`config.mk`:
```
export PLATFORM = sky130hd
export DESIGN_NAME = alu_acc_seq
export DESIGN_NICKNAME = d
export VERILOG_FILES = /design/src/rtl/alu_acc_seq_pkg.sv /design/src/rtl/alu_cmd_fifo.sv /design/src/rtl/alu_acc_seq.sv
export SDC_FILE = /design/constraint.sdc
export NUM_CORES = 1
export LEC_CHECK = 0
export CORE_UTILIZATION = 43
export DETAILED_ROUTE_END_ITERATION = 8
export PLACE_DENSITY_LB_ADDON = 0.12
export SLEW_MARGIN = 5
export SYNTH_ARGS = -nofsm -noshare
export SYNTH_HDL_FRONTEND = slang
export SYNTH_SLANG_ARGS = --single-unit
```
`constraint.sdc`:
```
create_clock -name clk -period 2.35 [get_ports clk]
set_clock_uncertainty 0.2 [all_clocks]
set_input_delay 0.47 -clock clk [delete_from_list [all_inputs] [get_ports clk]]
set_output_delay 0.47 -clock clk [all_outputs]
set_load 0.01 [all_outputs]
```
`src/rtl/alu_acc_seq_pkg.sv`:
```
// alu_acc_seq_pkg
// Shared definitions for the accumulator command sequencer. It holds the ALU
// opcode constants, the sequencer FSM state type, the width of a packed
// command word, and a helper function. The helper tells which opcodes carry
// a meaningful ALU carry.
package alu_acc_seq_pkg;

  // ALU opcode map (4-bit, 16 operations)
  localparam logic [3:0] OP_ADD     = 4'b0000;
  localparam logic [3:0] OP_SUB     = 4'b0001;
  localparam logic [3:0] OP_AND     = 4'b0010;
  localparam logic [3:0] OP_OR      = 4'b0011;
  localparam logic [3:0] OP_XOR     = 4'b0100;
  localparam logic [3:0] OP_NAND    = 4'b0101;
  localparam logic [3:0] OP_NOR     = 4'b0110;
  localparam logic [3:0] OP_XNOR    = 4'b0111;
  localparam logic [3:0] OP_ADDC    = 4'b1000;
  localparam logic [3:0] OP_SUBB    = 4'b1001;
  localparam logic [3:0] OP_SHL     = 4'b1010;
  localparam logic [3:0] OP_SHR     = 4'b1011;
  localparam logic [3:0] OP_ROL     = 4'b1100;
  localparam logic [3:0] OP_ROR     = 4'b1101;
  localparam logic [3:0] OP_NOT     = 4'b1110;
  localparam logic [3:0] OP_NOT_NOT = 4'b1111;

  // Packed command word: {load, opcode[3:0], operand[7:0]}
  localparam int CMD_W = 13;

  typedef enum logic [1:0] {
    IDLE = 2'd0,
    EXEC = 2'd1,
    RESP = 2'd2
  } state_t;

  // Only the add/subtract family produces a carry worth reporting.
  function automatic logic has_carry(input logic [3:0] op);
    return (op == OP_ADD) || (op == OP_SUB) || (op == OP_ADDC) || (op == OP_SUBB);
  endfunction

endpackage

```
`src/rtl/alu_cmd_fifo.sv`:
```
// alu_cmd_fifo
// Small synchronous command FIFO that uses a count to track full and empty.
// The ready output is registered and equals !full. While rst is high, ready
// is held low.
// Ports:
//   clk, rst         clock, synchronous active-high reset
//   push, push_data  write request and data (accepted only while ready)
//   pop              read request; advances the head (ignored when empty)
//   pop_data         current head entry (valid while !empty)
//   empty            no entries stored
//   ready            registered !full; a push is accepted only when high
module alu_cmd_fifo
  import alu_acc_seq_pkg::*;
#(
  parameter int WIDTH = CMD_W,
  parameter int DEPTH = 4
) (
  input  logic             clk,
  input  logic             rst,
  input  logic             push,
  input  logic [WIDTH-1:0] push_data,
  input  logic             pop,
  output logic [WIDTH-1:0] pop_data,
  output logic             empty,
  output logic             ready
);

  localparam int PW = $clog2(DEPTH);
  localparam int CW = PW + 1;
  localparam logic [CW-1:0] FULL_COUNT = CW'(DEPTH);

  logic [WIDTH-1:0] mem [DEPTH];
  logic [PW-1:0]    wr_ptr;
  logic [PW-1:0]    rd_ptr;
  logic [CW-1:0]    count;
  logic [CW-1:0]    count_next;
  logic             push_ok;
  logic             pop_ok;

  // A push is gated by the registered ready. For that reason a full FIFO
  // refuses a push even on an edge where it is also popping.
  assign push_ok    = push & ready;
  assign pop_ok     = pop & (count != '0);
  assign count_next = count + CW'(push_ok) - CW'(pop_ok);
  assign empty      = (count == '0);
  assign pop_data   = mem[rd_ptr];

  always_ff @(posedge clk) begin
    if (rst) begin
      wr_ptr <= '0;
      rd_ptr <= '0;
      count  <= '0;
      ready  <= 1'b0;
    end else begin
      if (push_ok) wr_ptr <= wr_ptr + PW'(1);
      if (pop_ok)  rd_ptr <= rd_ptr + PW'(1);
      count <= count_next;
      ready <= (count_next != FULL_COUNT);
    end
  end

  // Storage is not reset. Entries become meaningless once count is cleared.
  always_ff @(posedge clk) begin
    if (push_ok) mem[wr_ptr] <= push_data;
  end

endmodule

```
`src/rtl/alu_acc_seq.sv`:
```
// alu_acc_seq
// Accumulator command sequencer in front of an external 8-bit combinational
// ALU. A command is {load, opcode, operand}. When issued, the command drives
// the ALU with bin1 = acc and bin2 = operand. One cycle later the block
// captures either the ALU result or the load value into acc and into the
// response registers.
// Build option ALU_ACC_SEQ_FIFO_EN adds a DEPTH-entry command FIFO. With the
// FIFO, latency is 2 cycles and a new command can chain from RESP. Without it,
// cmd_ready is high only in IDLE and latency is 1 cycle.
// Ports:
//   clk, rst                  clock, synchronous active-high reset
//   cmd_valid/cmd_ready       command stream handshake
//   cmd_load                  1: load cmd_operand into acc, ALU bypassed
//   cmd_opcode, cmd_operand   ALU opcode, bin2 or load value
//   bin1, bin2, opcode        registered ALU inputs
//   alu_out, alu_carry        ALU result inputs
//   res_valid/res_ready       result stream handshake
//   res_data, res_carry, res_zero  result and flags, held until accepted
//   acc                       current accumulator
module alu_acc_seq
  import alu_acc_seq_pkg::*;
#(
  parameter int DEPTH = 4
) (
  input  logic       clk,
  input  logic       rst,
  input  logic       cmd_valid,
  output logic       cmd_ready,
  input  logic       cmd_load,
  input  logic [3:0] cmd_opcode,
  input  logic [7:0] cmd_operand,
  output logic [7:0] bin1,
  output logic [7:0] bin2,
  output logic [3:0] opcode,
  input  logic [7:0] alu_out,
  input  logic       alu_carry,
  output logic       res_valid,
  input  logic       res_ready,
  output logic [7:0] res_data,
  output logic       res_carry,
  output logic       res_zero,
  output logic [7:0] acc
);

  state_t     state;
  state_t     state_next;
  logic       issue;
  logic       cmd_avail;
  logic       chain_avail;
  logic       iss_load;
  logic [3:0] iss_opcode;
  logic [7:0] iss_operand;
  logic       load_q;

`ifdef ALU_ACC_SEQ_FIFO_EN
  logic [CMD_W-1:0] fifo_rdata;
  logic             fifo_empty;
  logic             fifo_ready;

  alu_cmd_fifo #(
    .WIDTH (CMD_W),
    .DEPTH (DEPTH)
  ) u_fifo (
    .clk       (clk),
    .rst       (rst),
    .push      (cmd_valid & fifo_ready),
    .push_data ({cmd_load, cmd_opcode, cmd_operand}),
    .pop       (issue),
    .pop_data  (fifo_rdata),
    .empty     (fifo_empty),
    .ready     (fifo_ready)
  );

  assign cmd_ready   = fifo_ready;
  assign cmd_avail   = !fifo_empty;
  assign chain_avail = !fifo_empty;
  assign {iss_load, iss_opcode, iss_operand} = fifo_rdata;
`else
  // Without a FIFO the depth has no meaning.
  localparam int depth_unused = DEPTH;

  // Commands go straight into the issue registers. The block can therefore
  // accept a command only while idle and out of reset.
  assign cmd_ready   = (state == IDLE) && !rst;
  assign cmd_avail   = cmd_valid & cmd_ready;
  assign chain_avail = 1'b0;
  assign {iss_load, iss_opcode, iss_operand} = {cmd_load, cmd_opcode, cmd_operand};
`endif

  assign res_valid = (state == RESP);

  // State register
  always_ff @(posedge clk) begin
    if (rst) state <= IDLE;
    else     state <= state_next;
  end

  // Next state and issue strobe. An issue pops the FIFO (when present) and
  // loads the ALU input registers on the same edge.
  always_comb begin
    state_next = state;
    issue      = 1'b0;
    unique case (state)
      IDLE: begin
        if (cmd_avail) begin
          issue      = 1'b1;
          state_next = EXEC;
        end
      end
      EXEC: state_next = RESP;
      RESP: begin
        if (res_ready) begin
          if (chain_avail) begin
            issue      = 1'b1;
            state_next = EXEC;
          end else begin
            state_next = IDLE;
          end
        end
      end
      default: state_next = IDLE;
    endcase
  end

  // Datapath. An issue never happens in EXEC, so bin1 always picks up the
  // accumulator value written by the previous command.
  always_ff @(posedge clk) begin
    if (rst) begin
      bin1      <= '0;
      bin2      <= '0;
      opcode    <= '0;
      load_q    <= 1'b0;
      acc       <= '0;
      res_data  <= '0;
      res_carry <= 1'b0;
      res_zero  <= 1'b0;
    end else begin
      if (issue) begin
        bin1   <= acc;
        bin2   <= iss_operand;
        opcode <= iss_load ? 4'h0 : iss_opcode;
        load_q <= iss_load;
      end
      if (state == EXEC) begin
        if (load_q) begin
          acc       <= bin2;
          res_data  <= bin2;
          res_carry <= 1'b0;
          res_zero  <= (bin2 == 8'h00);
        end else begin
          acc       <= alu_out;
          res_data  <= alu_out;
          res_carry <= alu_carry & has_carry(opcode);
          res_zero  <= (alu_out == 8'h00);
        end
      end
    end
  end

endmodule

```
# Word-level counts from Yosys, hierarchy flattened
# Index checks and enable logic that the tools add are counted.
# Widths: inputs -> output; s select.
[totals]
register_bits = 33
latch_bits = 0
ram_bits = 0
rom_bits = 0
inputBits = 26
word_cells = 36
n_memories = 0
[op_classes]
addsub = 0
n_mul = 0
n_div = 0
n_lt_le_gt_ge = 0
n_eq_ne = 7
shifts = 0
n_mux = 9
bitwise = 2
reduce_logical = 10
[ops]
columns = ["op", "count"]
rows = [
  ["$logic_not 8->1", 2],
  ["$eq 4x4->1 const B", 2],
  ["$mux 8", 1],
  ["$pmux 2 s3", 1],
  ["$eq 4x1->1 const B", 1],
  ["$logic_not 4->1", 1],
  ["$mux 1", 4],
  ["$mux 2", 2],
  ["$mux 4", 1],
  ["$logic_or 1x1->1", 3],
  ["$and 1x1->1", 2],
  ["$eq 2x1->1 const B", 1],
  ["$eq 2x2->1 const B", 1],
  ["$logic_not 2->1", 1],
  ["$ne 2x1->1 const B", 1],
  ["$ne 2x2->1 const B", 1],
  ["$reduce_and 2->1", 1],
  ["$logic_and 1x1->1", 1],
  ["$logic_not 1->1", 1],
]

# Longest topological paths before layout
[depth]
ltp_word = 6
ltp_mapped = 6

# Worst setup path before layout
# OpenSTA, ideal clock, no wires.
[synth_path]
path_type = "input to register"
from = "input port rst"
to = "register opcode[2]"
arrival_ns = 1.489
t_required_ns = 2.083
path_slack_ns = 0.593
stages = 6
n_path_buf = 2
cell_sequence = "buf_6 -> or4b_4 -> clkinv_2 -> buf_6 -> nand3b_2 -> a21oi_2"
[synth_via]
elab_chain_cells = 5
[synth_rtl]
columns = ["element", "line_no", "rtl"]
rows = [
  ["start: declaration", "alu_acc_seq.sv:26", "input logic rst,"],
  ["$logic_not 1->1", "alu_acc_seq.sv:84", "assign cmd_ready = (state == IDLE) && !rst;"],
  ["$logic_and 1x1->1", "alu_acc_seq.sv:84", ""],
  ["$and 1x1->1", "alu_acc_seq.sv:85", "assign cmd_avail = cmd_valid & cmd_ready;"],
  ["$mux 1", "alu_acc_seq.sv:105", "if (cmd_avail) begin"],
  ["$mux 1", "n/a", ""],
  ["end signal: assignment", "alu_acc_seq.sv:141", "opcode <= iss_load ? 4'h0 : iss_opcode;"],
  ["end: declaration", "alu_acc_seq.sv:34", "output logic [3:0] opcode,"],
]
# Parallel ways exist; a longest one is shown, timed or not.
# A chain may end at the register's enable or synchronous reset.

# Worst setup path after layout
[layout_path]
from = "register state[1]"
to = "output port res_valid"
[layout_via]
elab_chain_cells = 1
[layout_rtl]
columns = ["element", "line_no", "rtl"]
rows = [
  ["start: declaration", "alu_acc_seq.sv:45", "state_t state;"],
  ["start signal: assignment", "alu_acc_seq.sv:95", "else state <= state_next;"],
  ["$eq 2x2->1", "alu_acc_seq.sv:90", "assign res_valid = (state == RESP);"],
  ["end: declaration", "alu_acc_seq.sv:37", "output logic res_valid,"],
]
# Every way passes these cells.

==> out/metrics.cfg <==
[worst_setup_path]
startpoint_type=flop
critPathKind=reg2out
timing.rr.start=state[1]$_SDFFE_PP0P_
r2r_slack_ns=0.68
reg2reg_to=opcode[0]$_SDFFE_PP0P_
crit_path_end_kind=output port
critPathRequiredTime_ns=1.68
worstPathArrival_ns=1.48
rr_worst_depth=4
path_max_fanout=4
critPathLaunch=state[1]$_SDFFE_PP0P_
endpoint=res_valid

[grt]
grt_start_max_net_pins=23
grt_pass1_wl_um=5220
grt_use_met3=0.0879
met1_usage=0.238
overflow=0
use_met2=0.346
grt.busiest_layer=met2
grt_usage=0.208
grt_pass1_vias=1170
grt_antenna_before_repair=0

[layout]
diodes=0
nNetsFinal=243
drive_above_1_share=0.0688
area_growth_pct=48.0

[sta]
worst_slack_ns=0.200
setup_violations=0
drv_slew=0
finalCriticalPeriod_ns=2.15
timing.final.crit_share=0.915
hold_viol=0
rsz0062_at_grt=false
slew_headroom=0.616
worst_pin_slew_ns=0.575
fmax_mhz=465
tns_ns=0
holdWs_ns=0.256

[floorplanning]
die_h_um=58.7
start_util=0.452
die-area_mm2=0.00344
top_level_ports=66
num_rows=20
coreArea_mm2=0.00305
die-width_um=58.7

[power_and_ir_drop]
share_seq_of_total_power=0.545
p_sw_frac=0.260
p_leak_nw=0.707
power.density_mw_per_mm2=551
switchingPower_w=0.000292
ir_drop_uv=400
intPower_w=0.000832
p_clk_frac=0.260
p_comb_frac=0.195

[synth]
yosys.area.top_type_share=0.479
synth_cell_type_count=22
yosysSeqAreaShare=0.479
ys_warn_count=0
synth_top_area_cell=dfxtp_1
synth_area_leaders=dfxtp_1 (48%), nand2_1 (10%), a21oi_1 (7.3%)
synth_fp_nets=186
synth-seq-cells=33
synth.cell_area_mm2=0.00138
synthCells=160
syn_area_per_cell_um2=8.63

[route]
drt-initial-drc-count=34
routed_wl_um=3310
via_count=1272
postRouteAntennaNets=0
firstDrtPassIters=4
post_drt_wl_per_cell_um=12.6
avgViaCountPerCell=4.85
drc_errors=0

[hold_path]
hold_path_class=reg2reg
hold_start=bin1[2]$_SDFFE_PP0P_

[clocking]
cts_max_path_buffers=2
cts_setup_buffers=0
clock_latency_ns=0.33
root_buffer=clkbuf_4
cts_tree=done
htreeDepth=2
cts_sinks=33
cts_buffers=5
clk_pin_slew_ns=0.09

[outcome]
outcome=finished, final reports clean

[placed_design]
dpl_worst_slack_ns=0.0311
hpwl_um=2370
gp_congestion=0.771
portBuffers=65

[run]
cap_viol_max_count=0

[layout make-up]
type / count / area [µm²]
Fill cell: 287 / 1010
Sequential cell: 33 / 661
Timing Repair Buffer: 69 / 683
Multi-Input combinational cell: 105 / 582
Tap cell: 44 / 55.1
Inverter: 3 / 12.5
Clock buffer: 8 / 48.8
[registers in the layout, indices dropped and copies added (netlist names)]
register / flops
res_carry: 1
opcode: 4
bin2: 8
acc: 8
state: 2
load_q: 1
bin1: 8
res_zero: 1
[cell usage after synthesis (all sizes together)]
cell type and instances:
a21oi 22, buf 12, dfxtp 33, nand3b 4, nand2 38, clkbuf 7, nor3 1, inv 2
a211oi 8, or4b 1, o311ai 1, nor2b 2, clkinv 1, mux2i 9, nor2 12, nor4b 2
nor4 3, nand4 2
[repair_timing]
action	CTS	global route
resized for setup	0	1
setup endpoints to repair	0	1
hold buffers	0	0
[stage by stage]
stage	instance area, µm²	util	power [W]	cells
after global placement	1990	0.652	0.000840	254
final	2040	0.669	0.00112	262
after global routing	2040	0.669	0.00118	262
after detailed placement	1990	0.652	0.000845	254
after floorplan	1380	-	0.000730	160
after CTS	2040	0.668	0.00114	262
[cells by family (layout without fill, tap and decap cells)]
family	after synthesis	after routing	share of synthesized area
mux	9	9	0.0653
flops	33	33	0.479
buf+inv	22	80	0.0997
simple gates	65	65	0.221
compound gates	31	31	0.135
[per-layer routing]
layer  vias up  routed length [µm]
li1        652                   -
met1       566                1440
met2        47                1590
met3         7                 226
met4         0                  59
met5         -                   0
[critical path: stages (launching register included)]
cell             delay (ns)
dfxtp_1                0.38
nor2b_1                0.20
clkdlybuf4s50_1        0.57
[power by group through the flow]
stage / clock network, W / registers (W) / logic (W)
after floorplan: 0 / 0.000628 / 0.000102
after global placement: 0 / 0.000623 / 0.000216
after detailed placement: 0 / 0.000625 / 0.000220
after CTS: 0.000303 / 0.000613 / 0.000221
after global routing: 0.000329 / 0.000617 / 0.000235
final: 0.000293 / 0.000612 / 0.000219
[how the worst min path moves through the flow]
stage / endpoint / cells after the start
floorplan: opcode[0]$_SDFFE_PP0P_ / 2
global placement: bin1[2]$_SDFFE_PP0P_ / 2
detailed placement: bin1[1]$_SDFFE_PP0P_ / 2
CTS: bin1[1]$_SDFFE_PP0P_ / 2
global route: opcode[0]$_SDFFE_PP0P_ / 2
finish: bin1[2]$_SDFFE_PP0P_ / 2
[layout by cell type (no fill, tap or decap), types with 2 or more instances in the layout]
cell             netlist  routed
a211oi_1               8       8
a21oi_1               20      20
a21oi_2                2       2
buf_4                  8       4
clkbuf_1               7       3
clkbuf_4               0       5
clkdlybuf4s50_1        0      64
dfxtp_1               33      33
inv_1                  2       2
mux2i_1                9       9
nand2_1               38      38
nand3b_1               2       2
nand3b_2               2       2
nand4_1                2       2
nor2_1                12      12
nor2b_1                2       2
nor4_1                 3       3
nor4b_1                2       2
Power figures use the tool's default switching activity.
